### src/rtl/imem_boot_ctrl_pkg.sv
// Shared types and helpers for the instruction-memory boot/load controller.
// Contents: controller state enum, default byte/word geometry, and the
// byte-count width helper used to size the accepted-byte counter.
package imem_pkg;

  typedef enum logic [2:0] {
    IDLE  = 3'd0,
    LOAD  = 3'd1,
    FLUSH = 3'd2,
    RUN   = 3'd3,
    ERROR = 3'd4
  } state_e;

  localparam int unsigned DEF_MEM_WIDTH  = 8;
  localparam int unsigned DEF_WORD_WIDTH = 32;
  localparam int unsigned BYTES_PER_WORD = DEF_WORD_WIDTH / DEF_MEM_WIDTH;

  // Counter must hold the value MEM_DEPTH itself (a completely full memory).
  function automatic int unsigned cnt_width(input int unsigned depth);
    return $clog2(depth) + 1;
  endfunction

endpackage

### src/rtl/imem_boot_ctrl_if.sv
// Loader byte-stream handshake between an external loader (UART/bench) and
// the boot controller.
// Signals: ld_valid/ld_data/ld_last from the loader, ld_ready back from the
// controller. master = loader side, slave = controller side.
interface imem_boot_ctrl_if #(
  parameter int unsigned MEM_WIDTH = 8
);

  logic                 ld_valid;
  logic [MEM_WIDTH-1:0] ld_data;
  logic                 ld_last;
  logic                 ld_ready;

  modport master (output ld_valid, output ld_data, output ld_last, input ld_ready);
  modport slave  (input ld_valid, input ld_data, input ld_last, output ld_ready);

endinterface

### src/rtl/imem_boot_ctrl.sv
// Boot/load controller for the byte-organised MIPS instruction memory.
// Accepts a byte image over the loader handshake, writes it through a
// registered byte write port, holds/flushes the pipeline while loading,
// then pulses pc_reset and releases the core. Supports reload from RUN and
// flags overflow or non-word-multiple images.
// Ports:
//   clk, rst_n           clock, async active-low reset
//   boot_start           one-cycle (re)load request
//   ld                   loader handshake (slave side)
//   mem_we/waddr/wdata   registered byte write port
//   if_flush, cpu_hold   decoded from state: asserted unless running
//   pc_reset             one-cycle pulse in the final FLUSH cycle
//   load_done, load_err  load status
//   byte_count           bytes accepted in the current load
module imem_boot_ctrl
  import imem_pkg::*;
#(
  parameter int unsigned MEM_WIDTH    = 8,
  parameter int unsigned WORD_WIDTH   = 32,
  parameter int unsigned MEM_DEPTH    = 1024,
  parameter int unsigned ADDR_SIZE    = 32,
  parameter int unsigned FLUSH_CYCLES = 2
) (
  input  logic                          clk,
  input  logic                          rst_n,
  input  logic                          boot_start,
  imem_boot_ctrl_if.slave               ld,
  output logic                          mem_we,
  output logic [ADDR_SIZE-1:0]          mem_waddr,
  output logic [MEM_WIDTH-1:0]          mem_wdata,
  output logic                          if_flush,
  output logic                          cpu_hold,
  output logic                          pc_reset,
  output logic                          load_done,
  output logic                          load_err,
  output logic [cnt_width(MEM_DEPTH)-1:0] byte_count
);

  localparam int unsigned CW  = cnt_width(MEM_DEPTH);
  localparam int unsigned BPW = WORD_WIDTH / MEM_WIDTH;
  localparam int unsigned FW  = (FLUSH_CYCLES > 1) ? $clog2(FLUSH_CYCLES) : 1;
  localparam logic [FW-1:0] FLUSH_LAST = FW'(FLUSH_CYCLES - 1);

  state_e        state;
  logic [FW-1:0] flush_cnt;
  logic          hs;
  logic [CW-1:0] next_count;
  logic          mem_full;

  // State-decoded controls: core is held and fetch flushed unless running.
  assign ld.ld_ready = (state == LOAD);
  assign cpu_hold    = (state != RUN);
  assign if_flush    = (state != RUN);

  assign hs         = ld.ld_valid & ld.ld_ready;
  assign next_count = byte_count + CW'(1);
  assign mem_full   = (32'(byte_count) >= MEM_DEPTH);

  // Controller FSM with registered write port and status outputs.
  always_ff @(posedge clk or negedge rst_n) begin
    if (!rst_n) begin
      state      <= IDLE;
      flush_cnt  <= '0;
      mem_we     <= 1'b0;
      mem_waddr  <= '0;
      mem_wdata  <= '0;
      byte_count <= '0;
      pc_reset   <= 1'b0;
      load_done  <= 1'b0;
      load_err   <= 1'b0;
    end else begin
      mem_we   <= 1'b0;
      pc_reset <= 1'b0;
      case (state)
        IDLE: begin
          if (boot_start) begin
            state      <= LOAD;
            byte_count <= '0;
          end
        end
        LOAD: begin
          // A restart wins over a same-cycle handshake; that byte is dropped.
          if (boot_start) begin
            byte_count <= '0;
          end else if (hs) begin
            if (!mem_full) begin
              mem_we     <= 1'b1;
              mem_waddr  <= ADDR_SIZE'(byte_count);
              mem_wdata  <= ld.ld_data;
              byte_count <= next_count;
              if (ld.ld_last) begin
                if ((32'(next_count) % BPW) == 0) begin
                  state     <= FLUSH;
                  flush_cnt <= '0;
                  pc_reset  <= (FLUSH_CYCLES == 1);
                end else begin
                  state    <= ERROR;
                  load_err <= 1'b1;
                end
              end
            end else begin
              // Overflow: byte consumed without a write.
              state    <= ERROR;
              load_err <= 1'b1;
            end
          end
        end
        FLUSH: begin
          if (flush_cnt == FLUSH_LAST) begin
            state     <= RUN;
            load_done <= 1'b1;
          end else begin
            flush_cnt <= flush_cnt + FW'(1);
            pc_reset  <= ((flush_cnt + FW'(1)) == FLUSH_LAST);
          end
        end
        RUN: begin
          if (boot_start) begin
            state      <= LOAD;
            byte_count <= '0;
            load_done  <= 1'b0;
          end
        end
        ERROR: begin
          if (boot_start) begin
            state      <= LOAD;
            byte_count <= '0;
            load_err   <= 1'b0;
          end
        end
        default: state <= IDLE;
      endcase
    end
  end

endmodule
### src/flat_wrapper.sv
// flat-port wrapper written by rule: the top's interface ports become plain ports
module imem_boot_ctrl_flat import imem_pkg::*;
#(
  parameter int unsigned MEM_WIDTH    = 8,
  parameter int unsigned WORD_WIDTH   = 32,
  parameter int unsigned MEM_DEPTH    = 1024,
  parameter int unsigned ADDR_SIZE    = 32,
  parameter int unsigned FLUSH_CYCLES = 2
)
  (clk, rst_n, boot_start, mem_we, mem_waddr, mem_wdata, if_flush, cpu_hold, pc_reset, load_done, load_err, byte_count, ld_ld_valid, ld_ld_data, ld_ld_last, ld_ld_ready);
  imem_boot_ctrl_if #(.MEM_WIDTH(MEM_WIDTH)) ld_i ();
  input  logic clk;
  input  logic rst_n;
  input  logic boot_start;
  output logic mem_we;
  output logic [ADDR_SIZE-1:0] mem_waddr;
  output logic [MEM_WIDTH-1:0] mem_wdata;
  output logic if_flush;
  output logic cpu_hold;
  output logic pc_reset;
  output logic load_done;
  output logic load_err;
  output logic [cnt_width(MEM_DEPTH)-1:0] byte_count;
  input wire logic [$bits(ld_i.ld_valid)-1:0] ld_ld_valid;
  input wire logic [$bits(ld_i.ld_data)-1:0] ld_ld_data;
  input wire logic [$bits(ld_i.ld_last)-1:0] ld_ld_last;
  output wire logic [$bits(ld_i.ld_ready)-1:0] ld_ld_ready;
  assign ld_i.ld_valid = ld_ld_valid;
  assign ld_i.ld_data = ld_ld_data;
  assign ld_i.ld_last = ld_ld_last;
  assign ld_ld_ready = ld_i.ld_ready;
  imem_boot_ctrl #(.MEM_WIDTH(MEM_WIDTH), .WORD_WIDTH(WORD_WIDTH), .MEM_DEPTH(MEM_DEPTH), .ADDR_SIZE(ADDR_SIZE), .FLUSH_CYCLES(FLUSH_CYCLES)) u_core (.clk(clk), .rst_n(rst_n), .boot_start(boot_start), .ld(ld_i), .mem_we(mem_we), .mem_waddr(mem_waddr), .mem_wdata(mem_wdata), .if_flush(if_flush), .cpu_hold(cpu_hold), .pc_reset(pc_reset), .load_done(load_done), .load_err(load_err), .byte_count(byte_count));
endmodule
### config.mk
export PLATFORM = sky130hd
export DESIGN_NAME = imem_boot_ctrl_flat
export DESIGN_NICKNAME = d
export VERILOG_FILES = /design/src/rtl/imem_boot_ctrl_pkg.sv /design/src/rtl/imem_boot_ctrl_if.sv /design/src/rtl/imem_boot_ctrl.sv /design/src/flat_wrapper.sv
export SDC_FILE = /design/constraint.sdc
export NUM_CORES = 1
export LEC_CHECK = 0
export ABC_CLOCK_PERIOD_IN_PS = 2000
export BUFFER_PORTS_ARGS = -buffer_cell sky130_fd_sc_hd__buf_2
export CAP_MARGIN = 0
export CORE_UTILIZATION = 30
export DETAILED_ROUTE_END_ITERATION = 10
export PLACE_DENSITY = 0.51
export SLEW_MARGIN = 10
export SYNTH_ARGS = -nofsm -noshare
export SYNTH_HDL_FRONTEND = slang
export SYNTH_SLANG_ARGS = --single-unit
### constraint.sdc
create_clock -name clk -period 2 [get_ports clk]
set_input_delay 0.3 -clock clk [delete_from_list [all_inputs] [get_ports clk]]
set_output_delay 0.3 -clock clk [all_outputs]
set_load 0.02 [all_outputs]
==> results of run 1 <==
==> Yosys cell counts (all sizes together) (2+ instances only) <==
cell type,count
or3,2
o21ai,20
nor2,7
nor2b,3
dfrtp,38
nand4,2
a31oi,3
nand2,55
nand2b,4
ha,3
buf,25
nand3,4
nor3,2
a21oi,9
nor3b,3
inv,9
clkbuf,5
==> worst max-delay path by stage <==
| stage | start | endpoint | slack (ps) | cells after the start |
|---|---|---|---|---|
| 5_1_grt | u_core.state[0] | u_core.byte_count[10] | 30 | 4 |
| 4_1_cts | u_core.state[0] | u_core.byte_count[9] | 190 | 4 |
| 3_3_place_gp | u_core.state[1] | u_core.byte_count[7] | 270 | 4 |
| 3_5_place_dp | u_core.state[0] | u_core.byte_count[1] | 210 | 4 |
| 6_report | u_core.state[1] | u_core.byte_count[7] | 210 | 4 |
| 2_1_floorplan | u_core.byte_count[10] | u_core.byte_count[7] | 300 | 4 |
==> cell type report <==
type                       instances  share of cell area
sequential                        38              0.4187
tap                               75             0.04132
inverter                           9             0.01488
multi-input combinational        153              0.3410
clock inverter                     2             0.02645
clock buffer                       6             0.03636
timing repair buffer              53              0.1212
==> worst register-to-register path: stages (launching register included) <==
cell      delay (ps)
dfrtp_1          490
nor4b_4          380
a221oi_2         180
or4_1            520
mux2i_1          130
==> power by group through the flow <==
stage	logic [W]	registers, W	clock network [W]
2_1_floorplan	0.000462	0.00122	0
3_3_place_gp	0.000857	0.00108	0
5_1_grt	0.000950	0.00108	0.000853
3_5_place_dp	0.000862	0.00108	0
4_1_cts	0.000865	0.00107	0.000834
6_report	0.000848	0.00106	0.000806
==> through the flow <==
step | utilization | area [um^2] | power (W) | std cells | hold slack, ps
2_1_floorplan | - | 1964 | 0.001682 | 230 | 4.409
3_3_place_gp | 0.3553 | 2128 | 0.001935 | 328 | 381.5
3_5_place_dp | 0.3553 | 2128 | 0.001944 | 328 | 389.1
4_1_cts | 0.3791 | 2271 | 0.002765 | 336 | 72.22
5_1_grt | 0.3791 | 2271 | 0.002888 | 336 | 118.9
6_report | 0.3791 | 2271 | 0.002718 | 336 | 56.17
==> state kept, by name (all words and copies together) (netlist names) <==
register,flops
u_core.load_err,1
u_core.mem_waddr,11
u_core.pc_reset,1
u_core.byte_count,11
u_core.mem_we,1
u_core.load_done,1
u_core.state,3
u_core.mem_wdata,8
u_core.flush_cnt,1
==> cell families (layout without fill, tap and decap cells) <==
kind of cell,after synthesis,after routing,share of synthesized area
buffers and inverters,39,70,0.1265
other,1,21,0.001985
adder cells (fa/ha/maj),3,3,0.01987
AO/OA/AOI/OAI,38,38,0.1159
AND/OR/NAND/NOR,90,90,0.2272
flip-flops,38,38,0.5033
multiplexers,1,1,0.005298
==> layer usage <==
metal	global-route usage	wire, um	vias up
met4	0.04286	46	0
met1	0.1700	1883	708
met5	0	0	-
li1	-	-	752
met2	0.2100	1917	43
met3	0.03708	202	4
==> flow_metrics.tcl, run 1 <==
set metrics [dict create \
    status "complete, no violations" \
    drc 0 \
    final_cell_mix "55 x nand2_1, 49 x buf_2, 38 x dfrtp_1" \
    postCtsSetupRepairBufs 0 \
    htreeDepth 2 \
    period_minus_slack_ps 1785 \
    critPathBufInv 0 \
    cp.required_ps 2220 \
    grt_pass1_wl_um 6582 \
    die-area_um2 6619 \
    path_class "flip-flop to flip-flop" \
    detailedRoute.firstIterationViolations 104 \
    grt.overflow.total 0 \
    max_freq_mhz 560.2 \
    first_pass_iters 4 \
    yosys_warnings 0 \
    cap_violations 0 \
    num_vias 1507 \
    core_area_um2 5991 \
    post-route-period-util 0.8926 \
    synth_seq_area_share 0.5033 \
    syn_to_final_growth_pct 20.20 \
    p_clk_frac 0.296 \
    num_io_pins 71 \
    cts_resized 0 \
    critPathArrivalTime_ps 2000 \
    nets 276 \
    syn_area_per_cell_um2 8.997 \
    irDropWorstVdd_uv 432.5 \
    synth_seq_cells 38 \
    grt_max_degree 39 \
    synthesis.area_um2 1889 \
    critPathMaxFanout 10 \
    nFillCells 638 \
    cts_tree "yes" \
    synth-async-reset-ratio 1.000 \
    synth-edff-count 0 \
    fin_ws_ps 214.9 \
    synth_top_area_cell "dfrtp_1" \
    multiInputGateArea_um2 774.5 \
    r2r_end "u_core.byte_count[7]" \
    rsz0062_at_grt "no" \
    dp_hpwl_um 2861 \
    cts.path.max_buffers 2 \
    dp_slack_ps 212.9 \
    powerDensity_nw_per_um2 1197 \
    p_int_w 0.001747 \
    setup_violations 0 \
    cts.sink_count 38 \
    critPathSlowestCell "or4_1" \
    power_frac_comb 0.312 \
    final_antenna_net_count 0 \
    wirelength_um 4050 \
    r2r_cells 4 \
    r2r_slack_ps 210 \
    r2r-start "u_core.state[1]" \
    worstSetupStartpointType "flip-flop" \
    hold_buffers 0 \
    synthTopCellsByArea "dfrtp_1 50%, nand2_1 11%, buf_4 8.7%" \
    synth_cells 210 \
    timing.setup.tns_ps 0 \
    seq_area_um2 950.9 \
    ys.flop_type "dfrtp_1" \
    cpLargestDelayFamily "simple AND/OR/NAND/NOR gates" \
    grt_pass1_vias 1343 \
    layout_commonest_cell "nand2_1" \
    insertion_delay_ps 290 \
    diodes 0 \
    fp.dieW_um 81.36 \
    cts_root_buffer "clkbuf_8" \
    die_h_um 81.36 \
    ys_types 36 \
    wire_per_inst_um 12.05 \
    rows 28 \
    maxSlewViolCount 0 \
    via_per_inst 4.485 \
    layout-drive-gt1-share 0.2452 \
    port_buffers 49 \
    worstMarginPinSlew_ps 594.3 \
    synth_top_area_share 0.5033 \
    hold_viol 0 \
    crit_chain "nor4b_4, a221oi_2, or4_1, mux2i_1" \
    sequentialPowerShare 0.391 \
    end_kind "flip-flop" \
    leakage_nw 1.208 \
    routabilityCongestion 0.7718 \
    antenna_found_initial 0 \
    start_util 0.3154 \
    maxSlewHeadroom 0.6038 \
    critPathMaxStageDelay_ps 520 \
    path_clk_slew_ps 80 \
    cts_made_buffers 5 \
    switchingPower_w 0.0009712 \
    grt_usage 0.1316 \
    fin_skew_ps 3.467 \
    swShare 0.3573 \
    hp-class "primary input to asynchronous set/reset pin" \
]
(Power assumes the default switching activity.)
==> inputs of run 2 (changes only) <==
Settings changed: CORE_UTILIZATION 30 to 45, PLACE_DENSITY 0.51 to 0.72.
==> run 2 against run 1 <==
Fmax decreased by 0.98%. Worst hold slack improved by 140 ps. Clock skew increased by 3.3 ps. Critical path depth did not move. Final cell count fell by 7.1%. Design area down 0.94%. Non-clock buffer count grew 1. Core utilization rose by 18 points. First-iteration DRC count shrank 39%. Clock-buffer cell count is the same. Sequential cell count unchanged. Combinational power about the same. Critical path type unchanged. Largest power group unchanged.
==> flow_metrics.tcl, run 2 (synthesis gave the netlist of run 1 again) <==
set metrics [dict create \
    syn_to_final_growth_pct 19.07 \
    critPathArrivalTime_ps 2000 \
    leakage_nw 1.213 \
    layout_commonest_cell "nand2_1" \
    hp-start "ld_ld_data[1]" \
    dp_slack_ps 219.6 \
    hp-class "primary input to flip-flop" \
    path_clk_slew_ps 70 \
    cp.required_ps 2200 \
    start_util 0.4689 \
    core_area_um2 4029 \
    max_freq_mhz 554.7 \
    grt_pass1_vias 1329 \
    worstHoldPathCells 3 \
    timing.setup.tns_ps 0 \
    antenna_found_initial 0 \
    grt_pass1_wl_um 6134 \
    reg_top3 "u_core.byte_count (11), u_core.mem_waddr (11), u_core.mem_wdata (8)" \
    worstSetupStartpointType "flip-flop" \
    cts.sink_count 38 \
    routabilityCongestion 0.8298 \
    maxSlewHeadroom 0.6138 \
    fin_ws_ps 197.3 \
    setup_violations 0 \
    r2r_cells 4 \
    num_io_pins 71 \
    dp_hpwl_um 2676 \
    fin_skew_ps 6.765 \
    grt.overflow.total 0 \
    nets 277 \
    postCtsSetupRepairBufs 0 \
    powerDensity_nw_per_um2 1203 \
    rsz0062_at_grt "no" \
    die-area_um2 4462 \
    cap_violations 0 \
    cts_tree "yes" \
    critPathMaxStageDelay_ps 570 \
    status "complete, no violations" \
    maxSlewViolCount 0 \
    worstMarginPinSlew_ps 579.3 \
    crit_chain "nor2b_1, a221oi_2, inv_1, a31oi_1" \
    rows 23 \
    hold_viol 0 \
    htreeDepth 2 \
    cpLargestDelayFamily "compound AO/OA/AOI/OAI gates" \
    die_h_um 66.80 \
    hold_buffers 1 \
    post-route-period-util 0.9014 \
    grt_usage 0.1876 \
    cts.path.max_buffers 2 \
    r2r_slack_ps 200 \
    fin_util 0.5584 \
    drc 0 \
    path_class "flip-flop to flip-flop" \
    insertion_delay_ps 290 \
    end_kind "flip-flop" \
    wirelength_um 3707 \
    num_vias 1521 \
    layout-drive-gt1-share 0.2443 \
    critPathBufInv 1 \
    cts_resized 0 \
    r2r_end "u_core.byte_count[9]" \
    wire_per_inst_um 11.88 \
    cts_root_buffer "clkbuf_8" \
    irDropWorstVdd_uv 576.0 \
    detailedRoute.firstIterationViolations 63 \
    period_minus_slack_ps 1803 \
    diodes 0 \
    first_pass_iters 4 \
    critPathMaxFanout 11 \
    fp.dieW_um 66.80 \
    final_antenna_net_count 0 \
    hold_end "u_core.mem_wdata[1]" \
    r2r-start "u_core.state[0]" \
    grt_max_degree 30 \
    critPathSlowestCell "a221oi_2" \
    final_cell_mix "55 x nand2_1, 49 x buf_2, 38 x dfrtp_1" \
    via_per_inst 4.875 \
    port_buffers 49 \
    cts_made_buffers 5 \
]
[run 2: cell types whose count changed in the layout (fill, tap and decap cells not counted)]
cell           before  now
dlygate4sd3_1       0    1
[run 2: per-layer routing]
metal	wire, um	share of wire	vias up	global-route usage
met5	0	0	-	0
met4	75	0.020	0	0.07713
met3	234	0.063	8	0.05308
met2	1626	0.44	57	0.2929
met1	1771	0.48	707	0.2426
li1	-	-	749	-
[run 2: through the flow]
stage	hold slack, ps	total power (W)	std cells	cell area [um^2]
after global routing	195.2	0.002888	312	2250
after global placement	272.7	0.001909	303	2097
final	199.6	0.002707	312	2250
after CTS	192.8	0.002733	312	2250
after detailed placement	280.3	0.001927	303	2097
after floorplan	4.409	0.001682	230	1964
[run 2: how the worst max path moves through the flow]
stage	from	end	depth (start not counted)
2_1_floorplan	u_core.byte_count[10]	u_core.byte_count[7]	4
3_3_place_gp	u_core.state[0]	u_core.byte_count[10]	4
3_5_place_dp	u_core.state[0]	u_core.byte_count[9]	4
4_1_cts	u_core.state[0]	u_core.byte_count[9]	4
5_1_grt	u_core.state[0]	u_core.byte_count[1]	4
6_report	u_core.state[0]	u_core.byte_count[9]	4
[run 2: cell type report]
class / count / area (um^2)
Timing Repair Buffer: 54 / 285.3
Sequential cell: 38 / 950.9
Inverter: 9 / 33.78
Tap cell: 50 / 62.56
Fill cell: 384 / 1779
Clock buffer: 6 / 82.58
Multi-Input combinational cell: 153 / 774.5
Clock inverter: 2 / 60.06
[run 2: worst register-to-register path, stage by stage (launching register included)]
cell and delay (ps):
dfrtp_1 480, nor2b_1 210, a221oi_2 570, inv_1 210, a31oi_1 240
[run 2: report_power, final]
part	internal, W	total, W	switching (W)
clock network	0.000532	0.000798	0.000266
registers	0.000928	0.00106	0.000132
logic	0.000286	0.000849	0.000563
total	0.00175	0.00271	0.000961
==> inputs of run 3 (changes only) <==
Settings changed: ABC_CLOCK_PERIOD_IN_PS 2000 to 1800.
Clock period 2 ns to 1.8 ns, I/O delays scaled along.
==> run 3 against run 2 <==
First-iteration DRC count increased by 29%. Sequential share of layout area decreased by 0.32 points. Combinational power increased by 20%. Total power increased by 7.6%.
==> flow_metrics.tcl, run 3 (synthesis gave the netlist of run 1 again) <==
set metrics [dict create \
    final_antenna_net_count 0 \
    end_kind "flip-flop" \
    design_area_um2 2270 \
    detailedRoute.firstIterationViolations 81 \
    switchingPower_w 0.001095 \
    setup_violations 0 \
    cts_made_buffers 5 \
    nets 281 \
    hp-class "primary input to flip-flop" \
    worstSetupStartpointType "flip-flop" \
    r2r_cells 4 \
    insertion_delay_ps 290 \
    maxSlewViolCount 0 \
    cp.required_ps 2020 \
    power_frac_comb 0.350 \
    hold_viol 0 \
    grt_usage 0.1933 \
    layout_commonest_cell "nand2_1" \
    drc 0 \
    final_cell_mix "55 x nand2_1, 49 x buf_2, 37 x dfrtp_1" \
    port_buffers 49 \
    status "complete, no violations" \
    p_clk_frac 0.246 \
    wire_per_inst_um 11.91 \
    start_util 0.4689 \
    post-route-period-util 0.9597 \
    critPathArrivalTime_ps 1950 \
    reg_top3 "u_core.byte_count (11), u_core.mem_waddr (11), u_core.mem_wdata (8)" \
    grt_max_degree 30 \
    r2r_slack_ps 70 \
    cts.sink_count 38 \
    rsz0062_at_grt "yes" \
    period_minus_slack_ps 1727 \
    core_area_um2 4029 \
    rows 23 \
    hold_end "u_core.mem_wdata[6]" \
    diodes 0 \
    holdWs_ps 172.4 \
    htreeDepth 2 \
    layout-drive-gt1-share 0.2632 \
    path_clk_slew_ps 80 \
    sequentialPowerShare 0.404 \
    hp-start "ld_ld_data[6]" \
    cap_violations 0 \
    cts_root_buffer "clkbuf_8" \
    r2r-start "u_core.state[1]" \
    cts.path.max_buffers 2 \
    fin_total_pwr_w 0.002913 \
    swShare 0.3757 \
    fin_util 0.5634 \
    dp_hpwl_um 2741 \
    r2r_end "u_core.byte_count[7]" \
    worstHoldPathCells 3 \
    nFillCells 386 \
    antenna_found_initial 0 \
    syn_to_final_growth_pct 20.13 \
    grt.overflow.total 0 \
    routabilityCongestion 0.8585 \
    irDropWorstVdd_uv 588.0 \
    dpl_cell_area_um2 2125 \
    powerDensity_nw_per_um2 1284 \
    leakage_nw 1.217 \
    num_io_pins 71 \
    critPathMaxFanout 6 \
    fin_skew_ps 7.863 \
    grt_pass1_wl_um 6306 \
    die-area_um2 4462 \
    num_vias 1534 \
    first_pass_iters 4 \
    grt_pass1_vias 1399 \
    die_h_um 66.80 \
    fp.dieW_um 66.80 \
    wirelength_um 3762 \
    path_class "flip-flop to flip-flop" \
    cts_tree "yes" \
    p_int_w 0.001819 \
    via_per_inst 4.854 \
    max_freq_mhz 578.9 \
    timing.setup.tns_ps 0 \
]
[run 3: cell types whose count changed in the layout (fill, tap and decap cells not counted), sizes merged]
cell / change
clkbuf: -1
buf: +4
bufinv: -1
clkinvlp: +2
[run 3: area by class of cell]
class,instances,area [um^2],share of cell area
clock inverter,3,45.04,0.01985
inverter,9,33.78,0.01488
multi-input combinational,153,775.7,0.3418
sequential,38,952.2,0.4195
clock buffer,5,68.82,0.03032
tap,50,62.56,0.02756
timing repair buffer,58,331.6,0.1461
[run 3: worst max path at each step]
| stage | slack [ps] | start | to | depth (start not counted) |
|---|---|---|---|---|
| floorplan | 100 | u_core.byte_count[10] | u_core.byte_count[7] | 4 |
| global placement | 150 | u_core.state[0] | u_core.byte_count[7] | 4 |
| detailed placement | 90 | u_core.state[0] | u_core.byte_count[7] | 4 |
| CTS | 40 | u_core.state[2] | if_flush | 4 |
| global route | -40 | u_core.state[1] | u_core.mem_wdata[0] | 6 |
| finish | 70 | u_core.state[1] | u_core.byte_count[7] | 4 |
[run 3: per-stage QoR]
stage	setup slack, ps	instances
floorplan	101.8	230
global placement	146.9	305
detailed placement	86.35	305
CTS	41.05	314
global route	-42.21	316
finish	72.56	316
[run 3: routing by layer]
layer  vias up  wire [um]  global-route usage
met1       721       1848              0.2522
met2        51       1674              0.3056
met3         2        196             0.03082
met5         -          0                   0
li1        760          -                   -
met4         0         43              0.1037
[run 3: power by group through the flow]
stage | Sequential, W | Clock [W] | Combinational, W
finish | 0.00118 | 0.000715 | 0.00102
CTS | 0.00118 | 0.000737 | 0.000984
floorplan | 0.00136 | 0 | 0.000513
global placement | 0.00119 | 0 | 0.000956
global route | 0.00120 | 0.000774 | 0.00114
detailed placement | 0.00119 | 0 | 0.000981
[run 3: critical path: stages (launching register included)]
cell	delay, ps
dfrtp_1	460
nor4b_4	370
a221oi_2	160
or4_1	530
mux2i_1	140
[run 3: timing repair]
item,in CTS,in global routing
endpoints found under the setup margin,0,20
buffers inserted,0,2
gates resized for setup,0,3
endpoints found under the hold margin,17,0
hold buffers,1,0
